$ cat src/rtl/sar_pkg.sv
// Shared defaults and state encoding for the SAR capture/averaging block.
// No logic; constants and types only.
// Backpressure: not applicable.
package sar_pkg;

    localparam int SAR_WIDTH_DEF  = 10;
    localparam int FIFO_DEPTH_DEF = 4;

    typedef enum logic {
        ST_ACC  = 1'b0,
        ST_PUSH = 1'b1
    } state_t;

    // Number of samples in a window selected by a 2-bit code (1/2/4/8).
    function automatic logic [3:0] win_len(input logic [1:0] sel);
        return 4'd1 << sel;
    endfunction

endpackage

$ cat src/rtl/sar_sync_fifo.sv
// Single-clock FIFO with a registered head output and sticky overflow flag.
// Latency: a write is visible on rd_vld_o the cycle after it is accepted.
// Backpressure: a write into a full FIFO is dropped unless a pop frees a slot that cycle.
module sar_sync_fifo #(
    parameter int WIDTH = 10,
    parameter int DEPTH = 4
) (
    input  logic                     clk,
    input  logic                     rst,
    input  logic                     wr_vld_i,
    input  logic [WIDTH-1:0]         wr_dat_i,
    input  logic                     rd_rdy_i,
    output logic                     rd_vld_o,
    output logic [WIDTH-1:0]         rd_dat_o,
    output logic [$clog2(DEPTH):0]   level_o,
    output logic                     overflow_o,
    input  logic                     ovf_clr_i
);

    localparam int AW = $clog2(DEPTH);

    logic [WIDTH-1:0] mem_q [DEPTH];
    logic [AW-1:0]    wr_ptr_q, wr_ptr_d, rd_ptr_q, rd_ptr_d;
    logic [AW:0]      cnt_q, cnt_d;
    logic [WIDTH-1:0] dout_q, dout_d;
    logic             ovf_q, ovf_d;
    logic             full, pop, wr_en, drop;

    assign full  = (cnt_q == (AW+1)'(DEPTH));
    assign pop   = rd_rdy_i & (cnt_q != '0);
    assign wr_en = wr_vld_i & (~full | pop);
    assign drop  = wr_vld_i & full & ~pop;

    // Pointer/count/head next state; the head register only moves when something will be stored.
    always_comb begin
        wr_ptr_d = wr_ptr_q;
        rd_ptr_d = rd_ptr_q;
        cnt_d    = cnt_q;
        dout_d   = dout_q;
        ovf_d    = (ovf_q & ~ovf_clr_i) | drop;
        if (wr_en) wr_ptr_d = wr_ptr_q + 1'b1;
        if (pop)   rd_ptr_d = rd_ptr_q + 1'b1;
        case ({wr_en, pop})
            2'b10:   cnt_d = cnt_q + 1'b1;
            2'b01:   cnt_d = cnt_q - 1'b1;
            default: cnt_d = cnt_q;
        endcase
        if (cnt_d != '0) begin
            // New head is the incoming word when it lands exactly at the new read slot.
            if (wr_en && (wr_ptr_q == rd_ptr_d)) dout_d = wr_dat_i;
            else                                  dout_d = mem_q[rd_ptr_d];
        end
    end

    // Control state registers.
    always_ff @(posedge clk or posedge rst) begin
        if (rst) begin
            wr_ptr_q <= '0;
            rd_ptr_q <= '0;
            cnt_q    <= '0;
            dout_q   <= '0;
            ovf_q    <= 1'b0;
        end else begin
            wr_ptr_q <= wr_ptr_d;
            rd_ptr_q <= rd_ptr_d;
            cnt_q    <= cnt_d;
            dout_q   <= dout_d;
            ovf_q    <= ovf_d;
        end
    end

    // Storage array; contents are don't-care until written, so no reset.
    always_ff @(posedge clk) begin
        if (wr_en) mem_q[wr_ptr_q] <= wr_dat_i;
    end

    assign rd_vld_o   = (cnt_q != '0);
    assign rd_dat_o   = dout_q;
    assign level_o    = cnt_q;
    assign overflow_o = ovf_q;

endmodule

$ cat src/rtl/sar_capture_avg.sv
// Captures one SAR result per eoc high period, averages 1/2/4/8 samples, queues results.
// Latency: completing sample edge -> PUSH cycle -> dout_valid on the following cycle.
// Backpressure: results hitting a full FIFO without a same-cycle pop are dropped and flagged.
module sar_capture_avg
    import sar_pkg::*;
#(
    parameter int WIDTH = SAR_WIDTH_DEF,
    parameter int DEPTH = FIFO_DEPTH_DEF
) (
    input  logic                   clk,
    input  logic                   rst,
    input  logic                   eoc,
    input  logic [WIDTH-1:0]       sar,
    input  logic [1:0]             avg_sel,
    output logic [WIDTH-1:0]       dout,
    output logic                   dout_valid,
    input  logic                   dout_ready,
    output logic [$clog2(DEPTH):0] level,
    output logic                   overflow,
    input  logic                   ovf_clr
);

    state_t           state_q, state_d;
    logic             eoc_q;
    logic             sample;
    logic [WIDTH+2:0] acc_q, acc_d, sum;
    logic [2:0]       cnt_q, cnt_d;
    logic [1:0]       win_q, win_d, win_eff;
    logic [WIDTH-1:0] res_q, res_d;
    logic             push;

    assign sample = eoc & ~eoc_q;

    // Window accumulation and ACC/PUSH sequencing. The window closes by clearing acc/count
    // immediately, so a sample landing in the PUSH cycle naturally starts a fresh window.
    always_comb begin
        state_d = state_q;
        acc_d   = acc_q;
        cnt_d   = cnt_q;
        win_d   = win_q;
        res_d   = res_q;
        push    = 1'b0;
        win_eff = (cnt_q == 3'd0) ? avg_sel : win_q;
        sum     = acc_q + {3'b000, sar};
        if (state_q == ST_PUSH) begin
            push    = 1'b1;
            state_d = ST_ACC;
        end
        if (sample) begin
            win_d = win_eff;
            if ((4'(cnt_q) + 4'd1) == win_len(win_eff)) begin
                state_d = ST_PUSH;
                res_d   = WIDTH'(sum >> win_eff);
                acc_d   = '0;
                cnt_d   = 3'd0;
            end else begin
                acc_d = sum;
                cnt_d = cnt_q + 3'd1;
            end
        end
    end

    // Edge detector, FSM state and window registers.
    always_ff @(posedge clk or posedge rst) begin
        if (rst) begin
            state_q <= ST_ACC;
            eoc_q   <= 1'b0;
            acc_q   <= '0;
            cnt_q   <= 3'd0;
            win_q   <= 2'd0;
            res_q   <= '0;
        end else begin
            state_q <= state_d;
            eoc_q   <= eoc;
            acc_q   <= acc_d;
            cnt_q   <= cnt_d;
            win_q   <= win_d;
            res_q   <= res_d;
        end
    end

    sar_sync_fifo #(
        .WIDTH (WIDTH),
        .DEPTH (DEPTH)
    ) u_fifo (
        .clk        (clk),
        .rst        (rst),
        .wr_vld_i   (push),
        .wr_dat_i   (res_q),
        .rd_rdy_i   (dout_ready),
        .rd_vld_o   (dout_valid),
        .rd_dat_o   (dout),
        .level_o    (level),
        .overflow_o (overflow),
        .ovf_clr_i  (ovf_clr)
    );

endmodule

$ cat config.mk
export PLATFORM = sky130hd
export DESIGN_NAME = sar_capture_avg
export DESIGN_NICKNAME = d
export VERILOG_FILES = /design/src/rtl/sar_pkg.sv /design/src/rtl/sar_sync_fifo.sv /design/src/rtl/sar_capture_avg.sv
export SDC_FILE = /design/constraint.sdc
export NUM_CORES = 1
export LEC_CHECK = 0
export CORE_ASPECT_RATIO = 0.8
export CORE_UTILIZATION = 50
export DETAILED_ROUTE_END_ITERATION = 12
export PLACE_DENSITY = 0.67
export SKIP_CTS_REPAIR_TIMING = 1
export SLEW_MARGIN = 20
export SYNTH_ARGS = -nofsm -noshare
export SYNTH_HDL_FRONTEND = slang
export SYNTH_SLANG_ARGS = --single-unit
$ cat constraint.sdc
create_clock -name clk -period 4.4 [get_ports clk]
set_input_delay 0.44 -clock clk [delete_from_list [all_inputs] [get_ports clk]]
set_output_delay 0.44 -clock clk [all_outputs]
set_load 0.02 [all_outputs]
; Word-level counts from Yosys, hierarchy flattened
; Memory sizes are Yosys's and may differ from the RTL's. A register that Yosys moved wholly into a read port is not among the register bits.
; Cells that the tools add are included.
[totals]
regBits = 38
ram_bits = 40
in_bits = 17
out_inout_bits = 15
elab_cells = 50
n_memories = 1
[memory_table]
columns = memory, words, word_bits, rd, rd_ports_with_merged_regs, wr, line
row1 = u_fifo.mem_q, 4, 10, 1, 1, 1, sar_sync_fifo.sv:22  ; logic [WIDTH-1:0] mem_q [DEPTH];
[classes]
n_addsub = 7
n_eq_ne = 4
shifts = 2
muxes = 10
bitwise = 12
reduce_logical = 4
[ops]
columns = op, count
row1 = $add 13x10->13, 1
row2 = $mux 13, 1
row3 = $shr 13x2->10, 1
row4 = $add 3x1->3 const B, 2
row5 = $and 1x1->1, 6
row6 = $pmux 3 s2, 1
row7 = $reduce_bool 3->1, 2
row8 = $mux 1, 5
row9 = $add 2x1->2 const B, 2
row10 = $add 3x1->4 const B, 1
row11 = $eq 4x4->1, 1
row12 = $mux 2, 2
row13 = $not 1->1, 4
row14 = $shl 1x2->4 const A, 1
row15 = $eq 3x3->1 const B, 1
row16 = $logic_not 3->1, 1
row17 = $mux 3, 1
row18 = $sub 3x1->3 const B, 1
row19 = $eq 2x1->1 const B, 1
row20 = $eq 2x2->1 const B, 1
row21 = $or 1x1->1, 2
row22 = $reduce_and 2->1, 1

; Logic depth before layout (Yosys ltp)
; Gate-level depths: netlist of run 1.
[depth]
depth_word = 7
ltp_mapped = 11
mapped_depth_nobuf = 10

; Hierarchy
; A second synthesis of run 1 with hierarchy kept.
[hier_totals]
cells_unflattened = 502
hier_area_um2 = 5442.7
[by_module_without_submodules]
columns = mod, instances, cells_per_inst, area_each_um2, seq_area_each_um2
row1 = sar_sync_fifo, 1, 265, 3230.6, 1651.6
row2 = sar_capture_avg, 1, 237, 2212.1, 750.7

; Least setup slack after synthesis of run 1
; No wires, ideal clock.
[synth_timing]
path_kind = flip-flop to flip-flop
from = reg u_fifo.cnt_q[1] (netlist: u_fifo.level_o[1])
to = reg u_fifo.dout_q[0] (netlist: u_fifo.rd_dat_o[0]), read port of u_fifo.mem_q
setup_ns = 0.076
arrival_time_ns = 2.856
required_ns = 4.324
setup_slack_ns = 1.468
path_stages_with_launch = 12
n_path_buf = 1
synth_period_minus_slack_ns = 2.932
path_cell_list = dfrtp_1 > or3_4 > nand2_4 > or2_2 > fa_1 > or3b_2 > a31oi_1 > o21ai_1 > nor3_1 > clkbuf_1 > nand2_1 > o21ai_1
[synth_via]
elab_chain_cells = 7
elab_cells_between_ends = 13
cone_classes = 2 x add/sub / 3 x eq/ne / 2 x mux / 4 x bitwise / 2 x reduce/logical
[synth_rtl]
columns = item, line
row1 = start: declaration, sar_sync_fifo.sv:24  ; logic [AW:0] cnt_q, cnt_d;
row2 = start signal: assignment, sar_sync_fifo.sv:66  ; cnt_q <= cnt_d;
row3 = $reduce_bool 3->1 (*), --
row4 = named net dout_valid, sar_capture_avg.sv:16  ; output logic dout_valid,
row5 = $and 1x1->1 (*), sar_sync_fifo.sv:30  ; assign pop = rd_rdy_i & (cnt_q != '0);
row6 = $or 1x1->1, sar_sync_fifo.sv:31  ; assign wr_en = wr_vld_i & (~full | pop);
row7 = $and 1x1->1, sar_sync_fifo.sv:31
row8 = $eq 2x1->1 or $eq 2x2->1 (tied branches), sar_sync_fifo.sv:43  ; case ({wr_en, pop})
row9 = $pmux 3 s2 (*), sar_sync_fifo.sv:43
row10 = named net u_fifo.cnt_d[2], sar_sync_fifo.sv:24
row11 = $reduce_bool 3->1 (*), sar_sync_fifo.sv:48  ; if (cnt_d != '0) begin
row12 = end: declaration, sar_sync_fifo.sv:25  ; logic [WIDTH-1:0] dout_q, dout_d;
; Mark *: on every way through the listed nets, which the timed path passes. The rest lies on a longest branch.
; A chain may end at the register's enable or synchronous reset.

; Final worst setup path of run 1
[layout_timing]
from = in dout_ready
to = reg u_fifo.dout_q[4] (netlist: u_fifo.rd_dat_o[4]), read port of u_fifo.mem_q
[layout_via]
elab_chain_cells = 6
elab_cells_between_ends = 8
cone_classes = 2 x eq/ne / 2 x mux / 3 x bitwise / 1 x reduce/logical
[layout_rtl]
columns = item, line
row1 = start: declaration, sar_capture_avg.sv:17  ; input logic dout_ready,
row2 = $and 1x1->1 (*), sar_sync_fifo.sv:30
row3 = $or 1x1->1, sar_sync_fifo.sv:31
row4 = $and 1x1->1, sar_sync_fifo.sv:31
row5 = $eq 2x1->1 or $eq 2x2->1 (tied branches), sar_sync_fifo.sv:43
row6 = $pmux 3 s2 (*), sar_sync_fifo.sv:43
row7 = named net u_fifo.cnt_d[2], sar_sync_fifo.sv:24
row8 = $reduce_bool 3->1 (*), sar_sync_fifo.sv:48
; Marked as above.

==> out/summary.log, run 1 <==
INFO  status         run_status=complete, no violations
INFO  yosys          ys.warnings.count=0
INFO  yosys          netlist.top_cell.by_area=sky130_fd_sc_hd__dfrtp_1
INFO  yosys          synth_edf_count=40
INFO  worst_setup_path worst_r2r_path_depth=9
INFO  yosys          synthDistinctLibCells=66
INFO  final_layout   synthToLayoutAreaGrowth=14.7%
INFO  worst_hold_path timing.hold.worst_endpoint=u_fifo.rd_dat_o[2]
INFO  timing         finClkSkew=5.45ps
INFO  run            max_cap_violations=0
INFO  place          routabilityCongestion=0.890
INFO  route          detailedRoute.firstPassIterationCount=6
INFO  worst_setup_path crit_path_end_kind=flip-flop
INFO  worst_setup_path r2r_slack=1400ps
INFO  worst_setup_path reg_to_reg_critical_path_startpoint=cnt_q[0]
INFO  worst_setup_path timing_worst_setup_path_type=in -> reg
INFO  global_routing initial_antenna_violation_count=0
INFO  worst_hold_path worstHoldStart=u_fifo.rd_dat_o[2]
INFO  yosys          ys_seq_area_share=51.2%
INFO  route          routed_wirelength=9480um
INFO  route          drt_iter0_drc=241
INFO  global_routing global_route_wire_length_before_repair=15300um
INFO  pwr            power_density=788mW/mm2
INFO  yosys          netlist_instances=400
INFO  route          drt-vias-per-instance=5.83
INFO  pwr            p_leak=2.19nW
INFO  timing         max_clock_freq=331MHz
INFO  timing         maxSlewViolCount=0
INFO  clock_tree     cts_sink_cnt=88
INFO  route          num_vias=3181
INFO  place          portBuffers=31
INFO  global_routing gr-usage-all-layers=21.4%
INFO  route          count_of_nets_left_with_antenna_violations_after_detail_routing=0
INFO  timing         setup-violations-final=0
INFO  global_routing gr-total-overflow=0
INFO  yosys          synthTopCellsByArea=sky130_fd_sc_hd__dfrtp_1 26%, sky130_fd_sc_hd__edfxtp_1 26%, sky130_fd_sc_hd__ha_1 4.3%
INFO  timing         final_period_minus_worst_setup_slack=3020ps
INFO  timing         total_count_of_hold_check_failures_in_the_final_report=0
INFO  worst_setup_path timing.rr.end=res_q[4]
INFO  floorplan      coreArea=0.00908mm2
INFO  clock_tree     cts_tree=built
INFO  clock_tree     cts_buffers=9
INFO  pwr            max-vdd-ir-drop=0.406mV
INFO  worst_setup_path launching_element_type_of_the_critical_path=primary input
INFO  final_layout   drive_above_1_share=10.9%
INFO  clock_tree     cts-root-to-sink-buffers=2
INFO  yosys          yosys_register_bits=88
INFO  worst_setup_path critPathRequiredTime=4660ps
INFO  floorplan      floorplan.die_area=0.00978mm2
INFO  floorplan      io-pin-count=32
INFO  worst_setup_path worstPathArrival=3280ps
INFO  yosys          syn_area=0.00469mm2
INFO  pwr            total_power=0.00424W
INFO  route          avgRoutedWirePerCell=17.4um
INFO  yosys          synthesis.nets=435
INFO  timing         rsz_0062_raised_after_global_routing=false
INFO  timing         timing_worst_slew_pin_value=843ps
INFO  clock_tree     htreeDepth=3
INFO  clock_tree     clock_latency=330ps
INFO  yosys          yosysTopAreaCellShare=25.6%
INFO  global_routing grt_max_degree=49
INFO  yosys          postSynthAreaPerCell=11.7um2
INFO  route          drc_errors=0
INFO  floorplan      row_count=31
INFO  floorplan      starting_density=51.7%
INFO  timing         slew-limit-headroom=43.7%
INFO  floorplan      fp.dieW=110um
INFO  global_routing via_count_of_the_first_global_routing_pass=2978
INFO  yosys          yosys_most_used_dff=sky130_fd_sc_hd__dfrtp_1
INFO  final_layout   n_diodes=0
INFO  clock_tree     clock_tree.root_cell=sky130_fd_sc_hd__clkbuf_16
INFO  yosys          synth_async_sr_flop_share=54.5%
INFO  worst_hold_path worstHoldPathType=reg -> reg
INFO  clock_tree     clk_transition_reported_paths=60ps
INFO  place          hpwlAfterDp=6650um
INFO  timing         timing.setup.tns=0ps
INFO  timing         layout_worst_path_cycle_share=68.6%
INFO  final_layout   finalNetCount=461
INFO  worst_setup_path cp_max_fo=20
INFO  floorplan      chipHeight=88.6um
INFO  worst_hold_path whs_path_depth=2
[routing by layer]
metal  GRT usage [%]  part of all wire [%]  vias up
met3            5.01                   4.4       12
met2            32.2                    46       71
met1            31.5                    49     1559
met4            5.02                   1.1        0
li1                -                     -     1539
met5               0                     0        -
[cell usage in the layout, fill, tap and decap left out, drive strengths merged, types with 2 or more instances in the layout]
master / instances
xnor2: 10
o22ai: 2
a22o: 6
buf: 4
dfrtp: 48
nand4: 6
a211o: 3
o21ai: 34
o211ai: 2
mux2: 5
clkdlybuf4s50: 31
a21o: 6
clkbuf: 11
nand3: 10
mux2i: 18
nor3: 3
o21a: 4
nand2b: 4
or4: 2
o31ai: 5
nor2: 21
fa: 2
ha: 16
nor4b: 2
bufinv: 2
nand2: 39
mux4: 10
a31oi: 3
and2: 5
nand3b: 4
xor2: 4
o2111ai: 2
a211oi: 6
inv: 18
nor2b: 5
a2bb2oi: 3
edfxtp: 40
a21oi: 16
clkinv: 4
[through the flow]
step / cell area [um2] / util, % / instances / setup WS [ps] / hold WS (ps)
after detailed placement: 5060 / 55.8 / 530 / 1080 / 474
after floorplan: 4690 / - / 400 / 1470 / 450
after global routing: 5380 / 59.3 / 546 / 1150 / 512
after global placement: 5060 / 55.8 / 530 / 1150 / 469
final: 5380 / 59.3 / 546 / 1380 / 484
after CTS: 5380 / 59.3 / 546 / 1390 / 488
[critical path, stage by stage]
cell,delay [ps]
sky130_fd_sc_hd__clkdlybuf4s50_1,660
sky130_fd_sc_hd__nand2_4,110
sky130_fd_sc_hd__or2_2,300
sky130_fd_sc_hd__fa_1,410
sky130_fd_sc_hd__or3b_2,470
sky130_fd_sc_hd__a31oi_1,170
sky130_fd_sc_hd__o21ai_1,110
sky130_fd_sc_hd__nor3_2,180
sky130_fd_sc_hd__buf_4,240
sky130_fd_sc_hd__nand2_1,100
sky130_fd_sc_hd__o21ai_1,80
[layout make-up]
type	instances	area [um2]
inverter	19	72.6
clock inverter	5	82.6
multi-input combinational	273	2110
tap	115	144
fill	747	3690
timing repair buffer	35	340
sequential	88	2400
clock buffer	11	233
[worst max-delay path by stage]
stage	slack [ps]	endpoint	from
after global routing	1150	res_q[4]	cnt_q[0]
after global placement	1150	u_fifo.rd_dat_o[4]	dout_ready
after floorplan	1470	u_fifo.rd_dat_o[0]	u_fifo.level_o[1]
after detailed placement	1080	u_fifo.rd_dat_o[4]	dout_ready
after CTS	1390	u_fifo.rd_dat_o[4]	dout_ready
final	1380	u_fifo.rd_dat_o[4]	dout_ready
[cell usage after synthesis, types with 2 or more instances]
library cell and instances:
sky130_fd_sc_hd__o21a_1 4, sky130_fd_sc_hd__buf_2 7, sky130_fd_sc_hd__a22o_1 6, sky130_fd_sc_hd__and2_1 5
sky130_fd_sc_hd__inv_1 17, sky130_fd_sc_hd__ha_1 16, sky130_fd_sc_hd__a31oi_1 2, sky130_fd_sc_hd__mux2i_1 18
sky130_fd_sc_hd__clkbuf_1 8, sky130_fd_sc_hd__nor4b_1 2, sky130_fd_sc_hd__nand2_1 37, sky130_fd_sc_hd__o31ai_1 4
sky130_fd_sc_hd__a211o_1 3, sky130_fd_sc_hd__nand3_1 8, sky130_fd_sc_hd__a21o_1 6, sky130_fd_sc_hd__a211oi_1 6
sky130_fd_sc_hd__nand4_1 6, sky130_fd_sc_hd__edfxtp_1 40, sky130_fd_sc_hd__xnor2_1 10, sky130_fd_sc_hd__nor2b_1 5
sky130_fd_sc_hd__mux4_2 6, sky130_fd_sc_hd__buf_6 2, sky130_fd_sc_hd__or4_1 2, sky130_fd_sc_hd__nand3b_1 4
sky130_fd_sc_hd__dfrtp_1 48, sky130_fd_sc_hd__inv_2 2, sky130_fd_sc_hd__nor2_1 21, sky130_fd_sc_hd__mux4_1 4
sky130_fd_sc_hd__o21ai_1 12, sky130_fd_sc_hd__o21ai_0 22, sky130_fd_sc_hd__a21oi_2 2, sky130_fd_sc_hd__xor2_1 3
sky130_fd_sc_hd__o22ai_1 2, sky130_fd_sc_hd__mux2_2 5, sky130_fd_sc_hd__fa_1 2, sky130_fd_sc_hd__nor3_1 3
sky130_fd_sc_hd__nand2b_1 4, sky130_fd_sc_hd__nand2_4 2, sky130_fd_sc_hd__a21oi_1 14, sky130_fd_sc_hd__a2bb2oi_1 3
sky130_fd_sc_hd__o211ai_1 2
[power by group]
group          internal [W]  leakage, nW  switching, W
registers           0.00114        0.950      0.000226
logic              0.000904         1.09       0.00116
clock network      0.000499        0.154      0.000308
[flip-flops by register name (all words and copies together) (netlist names)]
signal,cells
u_fifo.overflow_o,1
u_fifo.wr_ptr_q,2
eoc_q,1
u_fifo.rd_dat_o,10
state_q,1
u_fifo.level_o,3
acc_q,13
u_fifo.rd_ptr_q,2
cnt_q,3
win_q,2
u_fifo.mem_q,40
res_q,10
[cells by family after synthesis]
group	count (synthesis)	share of synthesized area (%)
adders and majority gates	18	5.12
muxes	33	10.2
buffers and inverters	39	3.97
DFF	88	51.2
xor gates and xnor gates	14	3.01
and+or+nand+nor	109	12.3
AOI/OAI and AO/OA	99	14.2
No activity file was read; power rests on OpenSTA's default activity.
==> inputs of run 2 (changes only) <==
- clock period: 4.4 -> 3.1 ns (I/O delays scaled with it)
==> out/summary.log, run 2 (same netlist as run 1, synthesis figures left out) <==
INFO  clock_tree     cts_sink_cnt=88 [unchanged]
INFO  route          detailedRoute.firstPassIterationCount=4 [-2]
INFO  pwr            total_power=0.00621W [+46%]
INFO  worst_setup_path cp_max_fo=20 [unchanged]
INFO  final_layout   mostFrequentLayoutCells=48 x sky130_fd_sc_hd__dfrtp_1, 40 x sky130_fd_sc_hd__edfxtp_1, 37 x sky130_fd_sc_hd__nand2_1
INFO  clock_tree     clock_tree.root_cell=sky130_fd_sc_hd__clkbuf_16
INFO  timing         rsz_0062_raised_after_global_routing=false
INFO  route          count_of_nets_left_with_antenna_violations_after_detail_routing=0 [unchanged]
INFO  final_layout   largest_reg_flops=40 [unchanged]
INFO  pwr            clkPwrFrac=20.4% [+1.4 points]
INFO  final_layout   n_diodes=0 [unchanged]
INFO  route          drt_iter0_drc=252 [+4.6%]
INFO  worst_setup_path worst_r2r_path_depth=11 [+2]
INFO  pwr            power.share.sequential=31.4% [-0.9 points]
INFO  timing         final_period_minus_worst_setup_slack=2880ps
INFO  worst_setup_path critPathRequiredTime=3350ps [-1310 ps]
INFO  clock_tree     htreeDepth=3 [unchanged]
INFO  global_routing initial_antenna_violation_count=0 [unchanged]
INFO  clock_tree     cts_tree=built
INFO  final_layout   synthToLayoutAreaGrowth=16.5%
INFO  worst_setup_path timing.critical_path.slowest_stage_cell=sky130_fd_sc_hd__dfrtp_1
INFO  floorplan      coreArea=0.00908mm2 [unchanged]
INFO  place          post-place-cells=535 [+0.94%]
INFO  floorplan      floorplan.die_area=0.00978mm2 [unchanged]
INFO  final_layout   biggestRegsByFlops=u_fifo.mem_q (40), acc_q (13)
INFO  worst_setup_path timing.critical_path.cells=or3_4 -> nand2_4 -> or2_2 -> fa_1 -> or3b_2 -> a31oi_1 -> o21ai_1 -> nor3_2 -> buf_12 -> nand2_1 -> o21ai_1
INFO  timing         timing.setup.tns=0ps [unchanged]
INFO  worst_setup_path worst_path_dominant_cell_family=simple AND/OR/NAND/NOR gates
INFO  timing         maxSlewViolCount=0 [unchanged]
INFO  place          routabilityCongestion=0.885 [-0.54%]
INFO  global_routing global_route_wire_length_before_repair=15600um [+2.3%]
INFO  global_routing gr-total-overflow=0 [unchanged]
INFO  worst_setup_path critical_path_depth=11 [unchanged]
INFO  status         run_status=complete, no violations
INFO  pwr            net-switching-power=0.00244W [+44%]
INFO  floorplan      io-pin-count=32 [unchanged]
INFO  timing         finClkSkew=11.2ps [+5.76 ps]
INFO  route          avgRoutedWirePerCell=17.2um [-1.2%]
INFO  final_layout   number_of_cells_in_the_finished_layout_apart_from_fillers=551 [+0.92%]
INFO  route          drt-vias-per-instance=5.77 [-1.0%]
INFO  pwr            pwr-share-comb=48.3% [-0.4 points]
INFO  global_routing grt_max_degree=49 [unchanged]
INFO  pwr            power_density=1140mW/mm2 [+44%]
INFO  worst_setup_path timing_worst_setup_path_type=reg -> reg
INFO  place          portBuffers=31 [unchanged]
INFO  pwr            internal_power=0.00377W [+48%]
INFO  worst_hold_path worstHoldPathType=in -> async
INFO  route          drc_errors=0 [unchanged]
INFO  final_layout   finalNetCount=466 [+1.1%]
INFO  route          met1_length=4740um [+2.5%]
INFO  worst_setup_path worstPathBufferInverterCount=1 [-1]
INFO  timing         timing_worst_slew_pin_value=851ps [+8.54 ps]
INFO  clock_tree     clock_latency=330ps [about the same]
INFO  route          routed_wirelength=9460um [-0.25%]
INFO  floorplan      row_count=31 [unchanged]
INFO  timing         max_clock_freq=347MHz
INFO  worst_setup_path crit_path_end_kind=flip-flop
INFO  clock_tree     cts-root-to-sink-buffers=2 [unchanged]
INFO  pwr            p_leak=2.23nW [+1.8%]
INFO  route          wl_met3=350um [-16%]
INFO  floorplan      fp.dieW=110um [unchanged]
INFO  route          num_vias=3177 [-0.13%]
INFO  floorplan      starting_density=51.7% [unchanged]
INFO  route          met2WireLength=4280um [-1.0%]
INFO  worst_setup_path worst_path_largest_cell_delay=480ps [-180 ps]
INFO  route          routed.top_layer=met4
INFO  timing         total_count_of_hold_check_failures_in_the_final_report=0 [unchanged]
INFO  pwr            net_switching_share_of_the_total_power=39.3% [-0.68 points]
INFO  global_routing via_count_of_the_first_global_routing_pass=3059 [+2.7%]
INFO  global_routing gr-usage-all-layers=21.5% [+0.14 points]
INFO  worst_setup_path worstPathArrival=3130ps [-150 ps]
INFO  worst_setup_path critical-path-top-cell-by-count=sky130_fd_sc_hd__o21ai_1
INFO  timing         setup-violations-final=0 [unchanged]
INFO  timing         layout_worst_path_cycle_share=93.0%
INFO  place          hpwlAfterDp=6600um [-0.81%]
INFO  final_layout   registers.top_by_ff_count=u_fifo.mem_q
INFO  final_layout   drive_above_1_share=12.4% [+1.5 points]
INFO  clock_tree     cts_buffers=9 [unchanged]
INFO  clock_tree     clk_transition_reported_paths=70ps [about the same]
INFO  pwr            max-vdd-ir-drop=0.639mV [+58%]
INFO  worst_setup_path launching_element_type_of_the_critical_path=flip-flop
INFO  final_layout   final_util=60.2% [+0.92 points]
INFO  floorplan      chipHeight=88.6um [unchanged]
INFO  timing         slew-limit-headroom=43.2% [-0.57 points]
INFO  run            max_cap_violations=0 [unchanged]
INFO  final_layout   layout.cells.most_common=sky130_fd_sc_hd__dfrtp_1
==> run 2: final cells by class <==
type	instances	area, um2
tap	115	144
clock buffer	9	225
timing repair buffer	40	390
inverter	19	72.6
fill	772	3610
multi-input combinational	273	2110
sequential	88	2400
clock inverter	7	124
==> run 2: final timing paths <==
path	start	endpoint	slack, ps
max	u_fifo.level_o[0]	u_fifo.rd_dat_o[2]	220
min in group clk	eoc	eoc_q	470
max in group asynchronous	rst	acc_q[6]	2150
min reg2reg	u_fifo.rd_dat_o[9]	u_fifo.rd_dat_o[9]	490
max reg2reg	u_fifo.level_o[0]	u_fifo.rd_dat_o[2]	220
min	rst	cnt_q[2]	450
==> run 2: power by group through the flow <==
stage	clock [W]	sequential, W	combinational (W)
5_1_grt	0.00134	0.00201	0.00333
3_3_place_gp	0	0.00195	0.00293
6_report	0.00126	0.00195	0.00300
4_1_cts	0.00129	0.00195	0.00301
3_5_place_dp	0	0.00197	0.00299
2_1_floorplan	0	0.00195	0.00216
==> run 2: routing by layer <==
layer	vias up	GRT usage, %
met2	58	32.1
met5	-	0
li1	1549	-
met4	0	5.14
met1	1564	32.5
met3	6	4.20
==> run 2: metrics by stage <==
step / area, um2 / setup WS, ps / hold WS [ps]
floorplan: 4690 / 168 / 341
global placement: 5110 / 135 / 469
detailed placement: 5110 / 40.4 / 476
CTS: 5460 / 168 / 469
global route: 5470 / 3.31 / 473
finish: 5470 / 218 / 447
==> inputs of run 3 (changes only) <==
- CORE_UTILIZATION: 50 -> 59
- PLACE_DENSITY: 0.67 -> 0.78
==> out/summary.log, run 3 (same netlist as run 1, synthesis figures left out) <==
INFO  final_layout   number_of_cells_in_the_finished_layout_apart_from_fillers=540 [-2.0%]
INFO  run            max_cap_violations=0 [unchanged]
INFO  clock_tree     cts_sink_cnt=88 [unchanged]
INFO  worst_setup_path r2r_slack=250ps [+30 ps]
INFO  floorplan      fp.dieW=102um [-7.8%]
INFO  pwr            internal_power=0.00342W [-9.1%]
INFO  route          detailedRoute.firstPassIterationCount=4 [unchanged]
INFO  route          routed_wirelength=9290um [-1.8%]
INFO  timing         slew-limit-headroom=42.1% [-1.1 points]
INFO  floorplan      io-pin-count=32 [unchanged]
INFO  timing         rsz_0062_raised_after_global_routing=false
INFO  final_layout   synthToLayoutAreaGrowth=13.3%
INFO  final_layout   mostFrequentLayoutCells=48 x sky130_fd_sc_hd__dfrtp_1, 40 x sky130_fd_sc_hd__edfxtp_1, 37 x sky130_fd_sc_hd__nand2_1
INFO  worst_setup_path timing_worst_setup_path_type=reg -> reg
INFO  global_routing grt_max_degree=49 [unchanged]
INFO  global_routing initial_antenna_violation_count=0 [unchanged]
INFO  timing         maxSlewViolCount=0 [unchanged]
INFO  pwr            net_switching_share_of_the_total_power=41.1% [+1.8 points]
INFO  final_layout   n_diodes=0 [unchanged]
INFO  worst_setup_path critPathRequiredTime=3350ps [about the same]
INFO  place          hpwlAfterDp=6350um [-3.8%]
INFO  timing         max_clock_freq=350MHz [+0.99%]
INFO  route          avgRoutedWirePerCell=17.2um [+0.20%]
INFO  route          count_of_nets_left_with_antenna_violations_after_detail_routing=0 [unchanged]
INFO  route          drt-vias-per-instance=5.99 [+3.9%]
INFO  floorplan      coreArea=0.00753mm2 [-17%]
INFO  clock_tree     cts-root-to-sink-buffers=2 [unchanged]
INFO  timing         timing.setup.tns=0ps [unchanged]
INFO  global_routing gr-total-overflow=0 [unchanged]
INFO  worst_hold_path worstHoldPathType=in -> async
INFO  timing         final_period_minus_worst_setup_slack=2850ps [-28.1 ps]
INFO  pwr            clkPwrFrac=15.1% [-5.3 points]
INFO  clock_tree     clock_latency=360ps [+30 ps]
INFO  clock_tree     clock_tree.root_cell=sky130_fd_sc_hd__clkbuf_8
INFO  pwr            pwr-share-comb=51.5% [+3.2 points]
INFO  pwr            net-switching-power=0.00239W [-1.9%]
INFO  global_routing via_count_of_the_first_global_routing_pass=3042 [-0.56%]
INFO  final_layout   final_util=70.6% [+10 points]
INFO  timing         timing_worst_slew_pin_value=867ps [+15.8 ps]
INFO  final_layout   layout.cells.most_common=sky130_fd_sc_hd__dfrtp_1
INFO  timing         setup-violations-final=0 [unchanged]
INFO  worst_setup_path worst_r2r_path_depth=9 [-2]
INFO  clock_tree     cts_buffers=9 [unchanged]
INFO  floorplan      row_count=28 [-9.7%]
INFO  place          post-place-cells=524 [-2.1%]
INFO  route          num_vias=3234 [+1.8%]
INFO  worst_setup_path worstPathArrival=3100ps [-30 ps]
INFO  floorplan      starting_density=62.3% [+11 points]
INFO  global_routing global_route_wire_length_before_repair=15400um [-1.9%]
INFO  status         run_status=complete, no violations
INFO  worst_setup_path crit_path_end_kind=flip-flop
INFO  final_layout   layout_fillers=563 [-27%]
INFO  floorplan      floorplan.die_area=0.00831mm2 [-15%]
INFO  route          drc_errors=0 [unchanged]
INFO  pwr            max-vdd-ir-drop=0.547mV [-14%]
INFO  clock_tree     clk_transition_reported_paths=90ps [+20 ps]
INFO  timing         layout_worst_path_cycle_share=92.1% [-0.91 points]
INFO  final_layout   finalNetCount=465 [-0.21%]
INFO  timing         finClkSkew=8.81ps [-2.40 ps]
INFO  final_layout   registers.top_by_ff_count=u_fifo.mem_q
INFO  final_layout   biggestRegsByFlops=u_fifo.mem_q (40), acc_q (13)
INFO  pwr            p_leak=2.17nW [-2.7%]
INFO  worst_setup_path cp_max_fo=14 [-30%]
INFO  worst_setup_path launching_element_type_of_the_critical_path=flip-flop
INFO  timing         total_count_of_hold_check_failures_in_the_final_report=0 [unchanged]
INFO  route          drt_iter0_drc=215 [-15%]
INFO  pwr            power_density=1090mW/mm2 [-3.6%]
INFO  floorplan      chipHeight=81.8um [-7.8%]
INFO  worst_setup_path timing.rr.end=res_q[3]
INFO  pwr            power.share.sequential=33.4% [+2.0 points]
INFO  worst_setup_path crit_path_start=cnt_q[0]
INFO  clock_tree     htreeDepth=3 [unchanged]
INFO  worst_setup_path reg_to_reg_critical_path_startpoint=cnt_q[0]
INFO  final_layout   largest_reg_flops=40 [unchanged]
INFO  final_layout   drive_above_1_share=12.0% [-0.43 points]
INFO  place          portBuffers=31 [unchanged]
INFO  clock_tree     cts_tree=built
INFO  place          routabilityCongestion=0.900 [+1.7%]
INFO  global_routing gr-usage-all-layers=25.1% [+3.6 points]
## run 3: worst max path at each step
stage,depth (start not counted),to,slack [ps]
6_report,9,res_q[3],250
5_1_grt,9,res_q[3],50
4_1_cts,11,u_fifo.rd_dat_o[2],250
3_5_place_dp,11,u_fifo.rd_dat_o[4],80
3_3_place_gp,11,res_q[9],140
2_1_floorplan,11,u_fifo.rd_dat_o[0],170
## run 3: layout make-up
cell class,instances,area [um2],area share (%)
flip-flops and latches,88,2400,45.2
repair buffers,39,383,7.20
well taps,105,131,2.47
multi-input cells,273,2110,39.6
inverters,19,72.6,1.37
clock buffers,10,128,2.40
clock inverters,6,91.3,1.72
## run 3: critical path: stages (launching register included)
cell                      delay [ps]
sky130_fd_sc_hd__dfrtp_1         460
sky130_fd_sc_hd__inv_1           130
sky130_fd_sc_hd__ha_1            210
sky130_fd_sc_hd__nor2b_1         430
sky130_fd_sc_hd__mux2i_1         380
sky130_fd_sc_hd__nand4_1         260
sky130_fd_sc_hd__nand3_4         220
sky130_fd_sc_hd__nand2_4         140
sky130_fd_sc_hd__inv_2           160
sky130_fd_sc_hd__mux2_2          360
## run 3: layer usage
metal / global-route usage, % / part of all wire, % / vias to the layer above
met5: 0 / 0 / -
met4: 5.51 / 0.52 / 0
met3: 7.49 / 6.6 / 6
met2: 38.2 / 46 / 114
met1: 35.8 / 47 / 1574
li1: - / - / 1540
## run 3: metrics by stage
stage | hold slack (ps) | cell area [um2] | setup WS (ps) | total power (W)
2_1_floorplan | 341 | 4690 | 168 | 0.00411
3_3_place_gp | 466 | 5090 | 136 | 0.00484
3_5_place_dp | 475 | 5090 | 84.2 | 0.00493
4_1_cts | 428 | 5310 | 251 | 0.00583
5_1_grt | 431 | 5320 | 54.2 | 0.00623
6_report | 418 | 5320 | 246 | 0.00582
## run 3: power groups by stage
stage / logic [W] / registers [W] / clock network [W]
2_1_floorplan: 0.00216 / 0.00195 / 0
3_3_place_gp: 0.00290 / 0.00194 / 0
3_5_place_dp: 0.00297 / 0.00196 / 0
4_1_cts: 0.00299 / 0.00194 / 0.000898
5_1_grt: 0.00328 / 0.00199 / 0.000956
6_report: 0.00300 / 0.00194 / 0.000878
